[config.mk]
export PLATFORM = sky130hd
export DESIGN_NAME = bp_halt_ctrl_flat
export DESIGN_NICKNAME = d
export VERILOG_FILES = /design/src/rtl/bp_halt_ctrl_if.sv /design/src/rtl/bp_halt_ctrl.sv /design/src/flat_wrapper.sv
export SDC_FILE = /design/constraint.sdc
export NUM_CORES = 1
export LEC_CHECK = 0
export CAP_MARGIN = 25
export CORE_ASPECT_RATIO = 0.75
export CORE_MARGIN = 4
export CORE_UTILIZATION = 35
export DETAILED_ROUTE_END_ITERATION = 6
export HOLD_SLACK_MARGIN = 0.03
export PLACE_DENSITY = 0.72
export SLEW_MARGIN = 20
export SYNTH_ARGS = -nofsm -noshare
export SYNTH_HDL_FRONTEND = slang
export SYNTH_SLANG_ARGS = --single-unit
[constraint.sdc]
create_clock -name clock -period 2.89 [get_ports clock]
set_clock_uncertainty 0.15 [all_clocks]
set_input_delay 0.578 -clock clock [delete_from_list [all_inputs] [get_ports clock]]
set_output_delay 0.578 -clock clock [all_outputs]
set_load 0.02 [all_outputs]
[src/rtl/bp_halt_ctrl_if.sv]
// Bundle between the breakpoint register block, board buttons and CPU halt handshake.
// The slave side is the halt controller; the master side drives fetches, buttons and the acknowledge.
interface bp_halt_ctrl_if;
  localparam int unsigned AW = 16;
  localparam int unsigned CW = 8;

  logic          fetch_valid;
  logic [AW-1:0] fetch_addr;
  logic [AW-1:0] bp_addr;
  logic          bp_enable;
  logic          halt_btn;
  logic          run_btn;
  logic          step_btn;
  logic          cpu_halted;
  logic          cpu_halt_req;
  logic          halted;
  logic [1:0]    halt_cause;
  logic [AW-1:0] halt_pc;
  logic [CW-1:0] bp_hit_count;

  modport slave (
    input  fetch_valid, fetch_addr, bp_addr, bp_enable,
    input  halt_btn, run_btn, step_btn, cpu_halted,
    output cpu_halt_req, halted, halt_cause, halt_pc, bp_hit_count
  );

  modport master (
    output fetch_valid, fetch_addr, bp_addr, bp_enable,
    output halt_btn, run_btn, step_btn, cpu_halted,
    input  cpu_halt_req, halted, halt_cause, halt_pc, bp_hit_count
  );
endinterface

[src/rtl/bp_halt_ctrl.sv]
// Debug halt controller: breakpoint compare on opcode fetches, manual halt/run/step
// buttons, and capture of halt PC, cause and a saturating breakpoint-hit count.
module bp_halt_ctrl #(
  parameter bit HALT_ON_RESET = 1'b0
) (
  input  logic           clock,
  input  logic           reset,
  bp_halt_ctrl_if.slave  bus
);
  localparam int unsigned AW = 16;
  localparam int unsigned CW = 8;

  localparam logic [1:0] CAUSE_NONE   = 2'b00;
  localparam logic [1:0] CAUSE_BP     = 2'b01;
  localparam logic [1:0] CAUSE_MANUAL = 2'b10;
  localparam logic [1:0] CAUSE_STEP   = 2'b11;

  typedef enum logic [1:0] {
    ST_RUN      = 2'd0,
    ST_STOPPING = 2'd1,
    ST_HALTED   = 2'd2,
    ST_STEPPING = 2'd3
  } state_t;

  localparam state_t RESET_STATE = HALT_ON_RESET ? ST_STOPPING : ST_RUN;

  state_t        state_q, state_d;
  logic          halt_prev_q, run_prev_q, step_prev_q;
  logic          halt_edge_q, run_edge_q, step_edge_q;
  logic          skip_q, skip_d;
  logic [AW-1:0] last_pc_q;
  logic [1:0]    cause_q, cause_d;
  logic [AW-1:0] pc_q, pc_d;
  logic [CW-1:0] count_q, count_d;
  logic          halt_req_q;
  logic          halted_q;
  logic          match_c;

  // skip masks the compare for the first fetch after leaving HALTED
  assign match_c = bus.fetch_valid & bus.bp_enable &
                   (bus.fetch_addr == bus.bp_addr) & ~skip_q;

  always_comb begin
    state_d = state_q;
    cause_d = cause_q;
    pc_d    = pc_q;
    count_d = count_q;
    skip_d  = skip_q;
    if (bus.fetch_valid) skip_d = 1'b0;
    case (state_q)
      ST_RUN: begin
        if (match_c) begin
          state_d = ST_STOPPING;
          cause_d = CAUSE_BP;
          pc_d    = bus.fetch_addr;
        end else if (halt_edge_q) begin
          state_d = ST_STOPPING;
          cause_d = CAUSE_MANUAL;
          pc_d    = last_pc_q;
        end
      end
      ST_STOPPING: begin
        if (bus.cpu_halted) begin
          state_d = ST_HALTED;
          if (cause_q == CAUSE_BP && count_q != '1) count_d = count_q + CW'(1);
        end
      end
      ST_HALTED: begin
        if (run_edge_q) begin
          state_d = ST_RUN;
          skip_d  = 1'b1;
        end else if (step_edge_q) begin
          state_d = ST_STEPPING;
          skip_d  = 1'b1;
        end
      end
      ST_STEPPING: begin
        if (bus.fetch_valid) begin
          state_d = ST_STOPPING;
          cause_d = CAUSE_STEP;
          pc_d    = bus.fetch_addr;
        end
      end
      default: state_d = RESET_STATE;
    endcase
  end

  always_ff @(posedge clock or posedge reset) begin
    if (reset) begin
      state_q <= RESET_STATE;
    end else begin
      state_q <= state_d;
    end
  end

  // Button edges are registered, so the state reacts one edge after detection
  always_ff @(posedge clock or posedge reset) begin
    if (reset) begin
      halt_prev_q  <= 1'b0;
      run_prev_q   <= 1'b0;
      step_prev_q  <= 1'b0;
      halt_edge_q  <= 1'b0;
      run_edge_q   <= 1'b0;
      step_edge_q  <= 1'b0;
      skip_q       <= 1'b0;
      last_pc_q    <= '0;
      cause_q      <= CAUSE_NONE;
      pc_q         <= '0;
      count_q      <= '0;
      halt_req_q   <= HALT_ON_RESET;
      halted_q     <= 1'b0;
    end else begin
      halt_prev_q  <= bus.halt_btn;
      run_prev_q   <= bus.run_btn;
      step_prev_q  <= bus.step_btn;
      halt_edge_q  <= bus.halt_btn & ~halt_prev_q;
      run_edge_q   <= bus.run_btn  & ~run_prev_q;
      step_edge_q  <= bus.step_btn & ~step_prev_q;
      skip_q       <= skip_d;
      if (bus.fetch_valid) last_pc_q <= bus.fetch_addr;
      cause_q      <= cause_d;
      pc_q         <= pc_d;
      count_q      <= count_d;
      halt_req_q   <= (state_d == ST_STOPPING) || (state_d == ST_HALTED);
      halted_q     <= (state_d == ST_HALTED);
    end
  end

  // Combinational term stalls the matched opcode before it executes
  assign bus.cpu_halt_req = halt_req_q | (~reset & (state_q == ST_RUN) & match_c);
  assign bus.halted       = halted_q;
  assign bus.halt_cause   = cause_q;
  assign bus.halt_pc      = pc_q;
  assign bus.bp_hit_count = count_q;
endmodule

[src/flat_wrapper.sv]
// flat-port wrapper written by rule: the top's interface ports become plain ports
module bp_halt_ctrl_flat 
#(
  parameter bit HALT_ON_RESET = 1'b0
)
  (clock, reset, bus_fetch_valid, bus_fetch_addr, bus_bp_addr, bus_bp_enable, bus_halt_btn, bus_run_btn, bus_step_btn, bus_cpu_halted, bus_cpu_halt_req, bus_halted, bus_halt_cause, bus_halt_pc, bus_bp_hit_count);
  bp_halt_ctrl_if bus_i ();
  input  logic clock;
  input  logic reset;
  input wire logic [$bits(bus_i.fetch_valid)-1:0] bus_fetch_valid;
  input wire logic [$bits(bus_i.fetch_addr)-1:0] bus_fetch_addr;
  input wire logic [$bits(bus_i.bp_addr)-1:0] bus_bp_addr;
  input wire logic [$bits(bus_i.bp_enable)-1:0] bus_bp_enable;
  input wire logic [$bits(bus_i.halt_btn)-1:0] bus_halt_btn;
  input wire logic [$bits(bus_i.run_btn)-1:0] bus_run_btn;
  input wire logic [$bits(bus_i.step_btn)-1:0] bus_step_btn;
  input wire logic [$bits(bus_i.cpu_halted)-1:0] bus_cpu_halted;
  output wire logic [$bits(bus_i.cpu_halt_req)-1:0] bus_cpu_halt_req;
  output wire logic [$bits(bus_i.halted)-1:0] bus_halted;
  output wire logic [$bits(bus_i.halt_cause)-1:0] bus_halt_cause;
  output wire logic [$bits(bus_i.halt_pc)-1:0] bus_halt_pc;
  output wire logic [$bits(bus_i.bp_hit_count)-1:0] bus_bp_hit_count;
  assign bus_i.fetch_valid = bus_fetch_valid;
  assign bus_i.fetch_addr = bus_fetch_addr;
  assign bus_i.bp_addr = bus_bp_addr;
  assign bus_i.bp_enable = bus_bp_enable;
  assign bus_i.halt_btn = bus_halt_btn;
  assign bus_i.run_btn = bus_run_btn;
  assign bus_i.step_btn = bus_step_btn;
  assign bus_i.cpu_halted = bus_cpu_halted;
  assign bus_cpu_halt_req = bus_i.cpu_halt_req;
  assign bus_halted = bus_i.halted;
  assign bus_halt_cause = bus_i.halt_cause;
  assign bus_halt_pc = bus_i.halt_pc;
  assign bus_bp_hit_count = bus_i.bp_hit_count;
  bp_halt_ctrl #(.HALT_ON_RESET(HALT_ON_RESET)) u_core (.clock(clock), .reset(reset), .bus(bus_i));
endmodule
# After elaboration in Yosys (flattened, before gate mapping)
# Cells that the tools add are included.
totals:
  register_bits: 53
  latch_bits: 0
  mem_bits_rw: 0
  rom_bits: 0
  input_bits: 40
  out_inout_bits: 28
  wordCells: 64
  memories: 0
classes:
  n_addsub: 1
  n_mul: 0
  n_div: 0
  order_cmp: 0
  n_eq_ne: 10
  n_shift: 0
  mux: 19
  bitwise_logic: 14
  reduce_logical: 6
ops:
  columns: ["cell", "n"]
  rows:
  - ["two-way mux 16 bit", 3]
  - ["case mux 16 bit (2 select lines)", 1]
  - ["two-way mux 2 bit", 9]
  - ["equality test 16 bit", 1]
  - ["adder 8 x 1 -> 8 bit, second input constant", 1]
  - ["AND 1 bit", 8]
  - ["!= test 8 bit, second input constant", 1]
  - ["case mux 2 bit (4 select lines)", 1]
  - ["equality test 2 x 1 -> 1 bit, second input constant", 3]
  - ["equality test 2 bit, second input constant", 3]
  - ["AND reduction 3 bit", 2]
  - ["NOT 1 bit", 5]
  - ["two-way mux 1 bit", 4]
  - ["case mux 2 bit (2 select lines)", 1]
  - ["!= test 3 x 1 -> 1 bit, second input constant", 1]
  - ["logical NOT 2 bit", 1]
  - ["!= test 2 bit, second input constant", 1]
  - ["nonzero test 2 bit", 1]
  - ["logical AND 1 bit", 1]
  - ["logical OR 1 bit", 1]
  - ["OR 1 bit", 1]

# Logic depth before layout (Yosys ltp)
# Gate-level depths: netlist of run 1.
depth:
  depth_word: 7
  depth_mapped: 8
  mapped_depth_nobuf: 8

# Least setup slack after synthesis of run 1
# No wires, ideal clock.
synth_path:
  kind: "input-to-output"
  start: "input port reset"
  end: "output port bus_cpu_halt_req"
  arrival_ns: 2.127
  t_required_ns: 2.162
  slack_ns: 0.035
  stages: 2
  path_buffers: 0
  cell_sequence: "inv_1 a41o_1"
synth_via:
  elab_chain_cells: 4
synth_rtl:
  columns: ["item", "line", "source"]
  rows:
  - ["start: declaration", "flat_wrapper.sv:9", "input logic reset;"]
  - ["NOT 1 bit", "bp_halt_ctrl.sv:130", "assign bus.cpu_halt_req = halt_req_q | (~reset & (state_q == ST_RUN) & match_c);"]
  - ["AND 1 bit (2 in series)", "bp_halt_ctrl.sv:130", null]
  - ["OR 1 bit", "bp_halt_ctrl.sv:130", null]
  - ["end: declaration", "flat_wrapper.sv:18", "output wire logic [$bits(bus_i.cpu_halt_req)-1:0] bus_cpu_halt_req;"]
# Every way passes these cells.

# Final worst setup path of run 1
layout_path:
  start: "input port bus_bp_addr[6]"
  end: "output port bus_cpu_halt_req"
layout_via:
  elab_chain_cells: 5
layout_rtl:
  columns: ["item", "line", "source"]
  rows:
  - ["start: declaration", "flat_wrapper.sv:12", "input wire logic [$bits(bus_i.bp_addr)-1:0] bus_bp_addr;"]
  - ["equality test 16 bit", "bp_halt_ctrl.sv:41", "(bus.fetch_addr == bus.bp_addr) & ~skip_q;"]
  - ["AND 1 bit", "bp_halt_ctrl.sv:40", "assign match_c = bus.fetch_valid & bus.bp_enable &"]
  - ["AND 1 bit", "bp_halt_ctrl.sv:41", null]
  - ["AND 1 bit", "bp_halt_ctrl.sv:130", null]
  - ["OR 1 bit", "bp_halt_ctrl.sv:130", null]
# Every way passes these cells.

==> reports/qor.csv, run 1 <==
stage;metric;value;unit
outcome;status;complete, no violations;
synthesis;top post-synthesis cells by area;dfrtp_1 48%, o21ai_0 9.6%, inv_1 7.5%;
synthesis;top cell type's share of synthesized area;47.88;%
critical_path;Worst EP required;2160;ps
sta;final number of setup-violating endpoints;0;
routing;initial DRC count;174;
critical_path;Reg-to-Reg Start;u_core.state_q[1]$_DFF_PP0_;
synthesis;Synth Flop Type;dfrtp_1;
synthesis;Cell variety after synth;41;
routing;average wire per standard cell;15.13;um
power;Psw;1218;uW
routing;drt drc;0;
hold_path;Hold Path Class;reg -> reg;
floorplanning;core area;7533;um^2
synthesis;Synth Instances;280;
critical_path;reg2reg setup slack;740;ps
grt;GR Overflow Total;0;
routing;highest metal used;met4;
critical_path;R2R Path End;u_core.bus.halt_pc[1]$_DFFE_PP0P_;
synthesis;synthesized area;2770;um^2
cts;CTS Hold Bufs;0;
critical_path;slowest stage delay, CP;440;ps
cells_and_area;diode count;0;
power;logic gate share of total power;51.1;%
floorplanning;# IOs;68;
synthesis;register area share after synthesis;47.88;%
sta;Worst-Margin Slew;650.1;ps
floorplanning;Die W;110.7;um
synthesis;number of synthesis warnings;0;
sta;Final min period;2837;ps
cts;root buffer cell;clkbuf_8;
synthesis;Avg Cell Area, Syn;9.893;um^2
routing;DRT met1 WL;3282;um
floorplanning;row cnt;27;
cts;total CTS buffers;5;
sta;final period utilization;98.17;%
power;clock share of power;16.5;%
critical_path;Startpoint Class;primary input;
critical_path;worst-path fanout max;2;
cells_and_area;layout cells sized above 1;15.55;%
placed_design;RePlAce Congestion;0.8086;
synthesis;Mapped Nets;327;
sta;Slew headroom;56.66;%
placed_design;placed cell count;462;
cells_and_area;FILL cells;668;
sta;post-route setup TNS;0;ps
critical_path;element type at the critical path end;primary output;
cts;Skew-Pair Late Insertion Delay;300;ps
routing;vias;2317;
critical_path;CP Capture Point;bus_cpu_halt_req;
critical_path;worst r2r path cells;6;
cells_and_area;Layout Area Growth over Synthesis;40.74;%
cts;CTS sink count;53;
grt;vias in the first global route;2331;
floorplanning;Vert. Die Dim;85.05;um
power;sequential share of power;32.4;%
grt;maximum number of pins on one net before global-route repair;54;
power;Cell Pwr Density;817.6;nW/um^2
cells_and_area;post-route design area;3899;um^2
placed_design;number of port buffers;67;
critical_path;CP startpoint;bus_bp_addr[6];
cells_and_area;fin cells;474;
floorplanning;Die Area;9417;um^2
power;Sw Ratio;38.21;%
synthesis;Post-synth ARST share;100.0;%
power;peak supply drop;349.9;uV
grt;initial antenna violation count;0;
routing;met3 wire length;500;um
routing;vias per std cell;4.888;
grt;GRT Overall Usage;15.44;%
sta;Fmax;0.3525;GHz
routing;drt pass-1 iters;5;
power;cell-internal power;1970;uW
routing;metal2 WL;3322;um
job;Max-cap violations;0;
grt;first-pass GRT wire length;11760;um
placed_design;HPWL Detailed;5116;um
cells_and_area;Nets;419;
routing;DRT antenna net count;0;
critical_path;kind of critical path;in -> out;
cts;CTS max path bufs;2;
power;P_leak;0.001883;uW
sta;Final Hold Fails;0;
synthesis;#FFs+latches synth;53;
cts;CTS tree;built;
power;total power;3188;uW
routing;Total Routed Length;7170;um
cts;clock transition at the registers of the reported paths;90;ps
cts;H-tree depth;2;
synthesis;Synth area leader;dfrtp_1;
sta;Slew Limit Fails;0;
critical_path;crit path cell chain;clkdlybuf4s50_1 > xor2_2 > nor4_4 > and4_4 > a41o_1 > buf_6;
synthesis;Post-synth EDFFs;0;
critical_path;WP data arrival;2110;ps
critical_path;slowest CP cell;clkdlybuf4s50_1;
placed_design;placed cell area;3682;um^2
floorplanning;Initial Util;36.77;%
[worst max-delay path, delay by kind of cell]
family / cells / cell delay (ps)
buf+inv: 2 / 560
xor+xnor: 1 / 180
simple gates: 2 / 610
compound gates: 1 / 180
[power groups by stage]
stage / Sequential (uW) / Clock (uW) / Combinational (uW)
floorplan: 1190 / 0 / 845
global placement: 1050 / 0 / 1580
detailed placement: 1040 / 0 / 1610
CTS: 1030 / 534 / 1620
global route: 1050 / 572 / 1800
finish: 1030 / 525 / 1630
[area by class of cell]
| type | instances | area [um^2] | share of cell area, % |
|---|---|---|---|
| Clock buffer | 7 | 86.33 | 2.214 |
| Clock inverter | 1 | 30.03 | 0.7702 |
| Inverter | 55 | 206.4 | 5.295 |
| Sequential cell | 53 | 1326 | 34.02 |
| Timing Repair Buffer | 96 | 904.6 | 23.20 |
| Tap cell | 101 | 126.4 | 3.241 |
| Multi-Input combinational cell | 161 | 1219 | 31.26 |
[metrics by stage]
stage	hold slack [ps]	setup slack [ps]	utilization, %
final	249.3	52.80	51.75
after global routing	259.9	-10.81	51.75
after CTS	254.3	3.644	50.74
after detailed placement	241.5	-517.8	48.88
after global placement	233.3	-500.0	48.88
after floorplan	227.7	35.25	-
[routing by layer]
metal | vias up | GRT usage (%)
li1 | 1125 | -
met5 | - | 0
met4 | 0 | 3.915
met1 | 1091 | 21.75
met3 | 8 | 3.207
met2 | 93 | 24.39
[worst min path at each step]
| stage | start | end | slack (ps) | cells past startpoint |
|---|---|---|---|---|
| finish | u_core.step_prev_q$_DFF_PP0_ | u_core.step_edge_q$_DFF_PP0_ | 250 | 1 |
| detailed placement | u_core.step_prev_q$_DFF_PP0_ | u_core.step_edge_q$_DFF_PP0_ | 240 | 1 |
| global placement | u_core.run_prev_q$_DFF_PP0_ | u_core.run_edge_q$_DFF_PP0_ | 230 | 1 |
| floorplan | u_core.halt_prev_q$_DFF_PP0_ | u_core.halt_edge_q$_DFF_PP0_ | 230 | 1 |
| CTS | u_core.step_prev_q$_DFF_PP0_ | u_core.step_edge_q$_DFF_PP0_ | 250 | 1 |
| global route | u_core.step_prev_q$_DFF_PP0_ | u_core.step_edge_q$_DFF_PP0_ | 260 | 1 |
[cells in the final DEF (no fill, tap or decap), types with 7 or more instances in the layout]
cell type and instances:
buf_4 29, o21ai_0 53, clkdlybuf4s50_1 54, a222oi_1 16, inv_1 54, dlymetal6s2s_1 8, ha_1 7, dfrtp_1 53
xnor2_1 9, nand2_1 20, xor2_2 7, xor2_1 7
[logic make-up after synthesis]
group / Yosys count / share of synthesized area [%]
compound gates: 80 / 18.84
xor+xnor: 23 / 7.272
fa+ha+maj: 7 / 3.162
buf+inv: 66 / 10.07
flops: 53 / 47.88
mux: 2 / 0.7678
simple gates: 49 / 12.02
[cells in the mapped netlist (2+ instances only)]
| cell | n |
|---|---|
| o21ai_0 | 53 |
| nand3_1 | 2 |
| nor2b_1 | 5 |
| dfrtp_1 | 53 |
| nor4_4 | 3 |
| and4_2 | 2 |
| and3_1 | 3 |
| a21oi_1 | 2 |
| xnor2_1 | 9 |
| nand4_1 | 2 |
| xor2_1 | 14 |
| clkbuf_1 | 6 |
| buf_6 | 3 |
| ha_1 | 7 |
| nand2_1 | 20 |
| a222oi_1 | 16 |
| inv_1 | 55 |
| nor2_1 | 2 |
[flip-flops by register name, summed over array words and instances, names as in the netlist, 2 cells and up]
register,cells
u_core.state_q,2
u_core.bus.halt_pc,16
u_core.bus.halt_cause,2
u_core.last_pc_q,16
u_core.bus.bp_hit_count,8
[repair_timing]
action                     in CTS  in global routing
pin swaps                       3                  5
setup endpoints to repair       1                  1
resized for setup              12                 14
cloned                          0                  0
buffers inserted                2                  2
No activity file was read; power rests on OpenSTA's default activity.
==> inputs of run 2 (changes only) <==
==> constraint.sdc (replaced) <==
create_clock -name clock -period 2.89 [get_ports clock]
set_clock_uncertainty 0.15 [all_clocks]
set_input_delay 0.578 -clock clock [delete_from_list [all_inputs] [get_ports clock]]
set_output_delay 0.578 -clock clock [all_outputs]
set_load 0.01 [all_outputs]
==> reports/qor.csv, run 2 (synthesized netlist as in run 1, its figures left out) <==
stage;metric;value;unit;change
cts;CTS sink count;53;;unchanged
sta;Slew headroom;55.82;%;-0.85 points
power;Psw;1100;uW;-9.7%
grt;GR Overflow Total;0;;unchanged
power;total power;2967;uW;-6.9%
power;P_leak;0.001828;uW;-2.9%
cells_and_area;layout cells sized above 1;14.32;%;-1.2 points
sta;Slew Limit Fails;0;;unchanged
floorplanning;Die Area;9417;um^2;unchanged
routing;drt pass-1 iters;5;;unchanged
floorplanning;row cnt;27;;unchanged
cells_and_area;FILL cells;697;;+4.3%
floorplanning;Vert. Die Dim;85.05;um;unchanged
power;sequential share of power;35.0;%;+2.6 points
routing;drt drc;0;;unchanged
cts;total CTS buffers;5;;unchanged
critical_path;worst-path fanout max;3;;+1
cells_and_area;diode count;0;;unchanged
critical_path;WP data arrival;2110;ps;about the same
routing;DRT antenna net count;0;;unchanged
floorplanning;core area;7533;um^2;unchanged
cts;CTS max path bufs;2;;unchanged
cells_and_area;most common cell after layout, fill and taps aside;clkdlybuf4s50_1;;
cells_and_area;most frequent cells in the layout;59 x clkdlybuf4s50_1, 54 x inv_1, 53 x o21ai_0, 53 x dfrtp_1, 27 x buf_4;;
critical_path;Worst EP required;2160;ps;about the same
routing;average wire per standard cell;14.96;um;-1.1%
critical_path;kind of critical path;in -> out;;
cts;H-tree depth;2;;unchanged
cells_and_area;fin cells;471;;-0.63%
power;Cell Pwr Density;775.3;nW/um^2;-5.2%
placed_design;placed cell count;463;;+0.22%
cts;clock transition at the registers of the reported paths;80;ps;about the same
cells_and_area;Layout Area Growth over Synthesis;38.17;%;
power;Sw Ratio;37.06;%;-1.2 points
cts;CTS tree;built;;
placed_design;HPWL Detailed;5172;um;+1.1%
sta;Fmax;0.3527;GHz;about the same
cells_and_area;Nets;417;;-0.48%
power;peak supply drop;345.5;uV;-1.3%
hold_path;Hold Path Class;reg -> reg;;
floorplanning;Die W;110.7;um;unchanged
job;Max-cap violations;0;;unchanged
floorplanning;Initial Util;36.77;%;unchanged
sta;final number of setup-violating endpoints;0;;unchanged
sta;worst setup margin;54.88;ps;+2.077 ps
grt;maximum number of pins on one net before global-route repair;54;;unchanged
grt;first-pass GRT wire length;11720;um;-0.29%
sta;final period utilization;98.10;%;about the same
power;clock share of power;14.2;%;-2.3 points
routing;vias per std cell;5.051;;+3.3%
placed_design;Setup Slack @ Placement;-432.9;ps;+84.93 ps
critical_path;element type at the critical path end;primary output;;
grt;GRT Overall Usage;15.39;%;-0.050 points
sta;Final Hold Fails;0;;unchanged
placed_design;RePlAce Congestion;0.8084;;about the same
placed_design;number of port buffers;67;;unchanged
outcome;status;complete, no violations;;
routing;vias;2379;;+2.7%
critical_path;Startpoint Class;primary input;;
cts;Skew-Pair Late Insertion Delay;300;ps;about the same
cells_and_area;end-of-flow core utilization;50.81;%;-0.95 points
cts;CTS Hold Bufs;0;;unchanged
routing;Total Routed Length;7048;um;-1.7%
sta;Worst-Margin Slew;662.8;ps;+12.72 ps
sta;Final min period;2835;ps;-2.077 ps
floorplanning;# IOs;68;;unchanged
routing;initial DRC count;188;;+8.0%
grt;vias in the first global route;2366;;+1.5%
grt;initial antenna violation count;0;;unchanged
power;cell-internal power;1868;uW;-5.2%
power;logic gate share of total power;50.8;%;-0.3 points
cts;root buffer cell;clkbuf_8;;
-- run 2: area by class of cell --
cell class	count	area [um^2]	area share, %
well taps	101	126.4	3.302
flip-flops and latches	53	1326	34.65
clock inverters	1	7.507	0.1961
repair buffers	94	882.1	23.05
clock buffers	6	82.58	2.158
inverters	55	206.4	5.394
multi-input cells	161	1196	31.25
-- run 2: metrics by stage --
stage                     area, um^2  setup TNS (ps)  hold slack [ps]
after CTS                       3775               0            249.9
after global routing            3827          -20.01            265.2
after detailed placement        3690          -432.9            237.3
after global placement          3690          -431.5            233.2
after floorplan                 2770               0            227.7
final                           3827               0            245.0
-- run 2: routing by layer --
metal	part of all wire, %	vias to the layer above	wire length [um]	global-route usage [%]
met5	0	-	0	0
met3	8.2	11	577	3.493
li1	-	1128	-	-
met4	1.9	0	136	5.034
met1	43	1122	3060	21.24
met2	46	118	3274	24.06
-- run 2: power by group through the flow --
stage	Clock (uW)	Sequential [uW]	Combinational, uW
2_1_floorplan	0	1090	839
3_3_place_gp	0	1050	1480
3_5_place_dp	0	1050	1510
4_1_cts	439	1040	1510
5_1_grt	467	1060	1680
6_report	422	1040	1510
-- run 2: worst max-delay path, cell delays in order --
cell and delay, ps:
clkdlybuf4s50_1 470, xor2_1 210, nor4_4 280, and4_4 280, a41o_1 160, buf_2 130
-- run 2: timing repair --
action	in CTS	in global routing
pin swaps	4	5
gates resized for setup	6	10
cloned	0	0
endpoints found under the setup margin	1	1
setup buffers	0	1
-- run 2: path summary, 6_finish.rpt --
kind,from,end,slack [ps],cells past startpoint
max in group asynchronous,reset,u_core.bus.halt_pc[12]$_DFFE_PP0P_,1470,3
setup reg to reg,u_core.state_q[1]$_DFF_PP0_,u_core.bus.halt_pc[5]$_DFFE_PP0P_,770,6
hold / removal,u_core.step_prev_q$_DFF_PP0_,u_core.step_edge_q$_DFF_PP0_,240,1
setup / recovery,bus_fetch_addr[14],bus_cpu_halt_req,50,6
hold reg to reg,u_core.step_prev_q$_DFF_PP0_,u_core.step_edge_q$_DFF_PP0_,240,1
min in group asynchronous,reset,u_core.bus.bp_hit_count[7]$_DFFE_PP0P_,670,3
==> inputs of run 3 (changes only) <==
--- a/config.mk
+++ b/config.mk
@@ -5,7 +5,7 @@
 export SDC_FILE = /design/constraint.sdc
 export NUM_CORES = 1
 export LEC_CHECK = 0
-export CAP_MARGIN = 25
+export CAP_MARGIN = 30
 export CORE_ASPECT_RATIO = 0.75
 export CORE_MARGIN = 4
 export CORE_UTILIZATION = 35
==> results of run 3 <==
Final layout, timing and power as in run 2 (identical DEF).
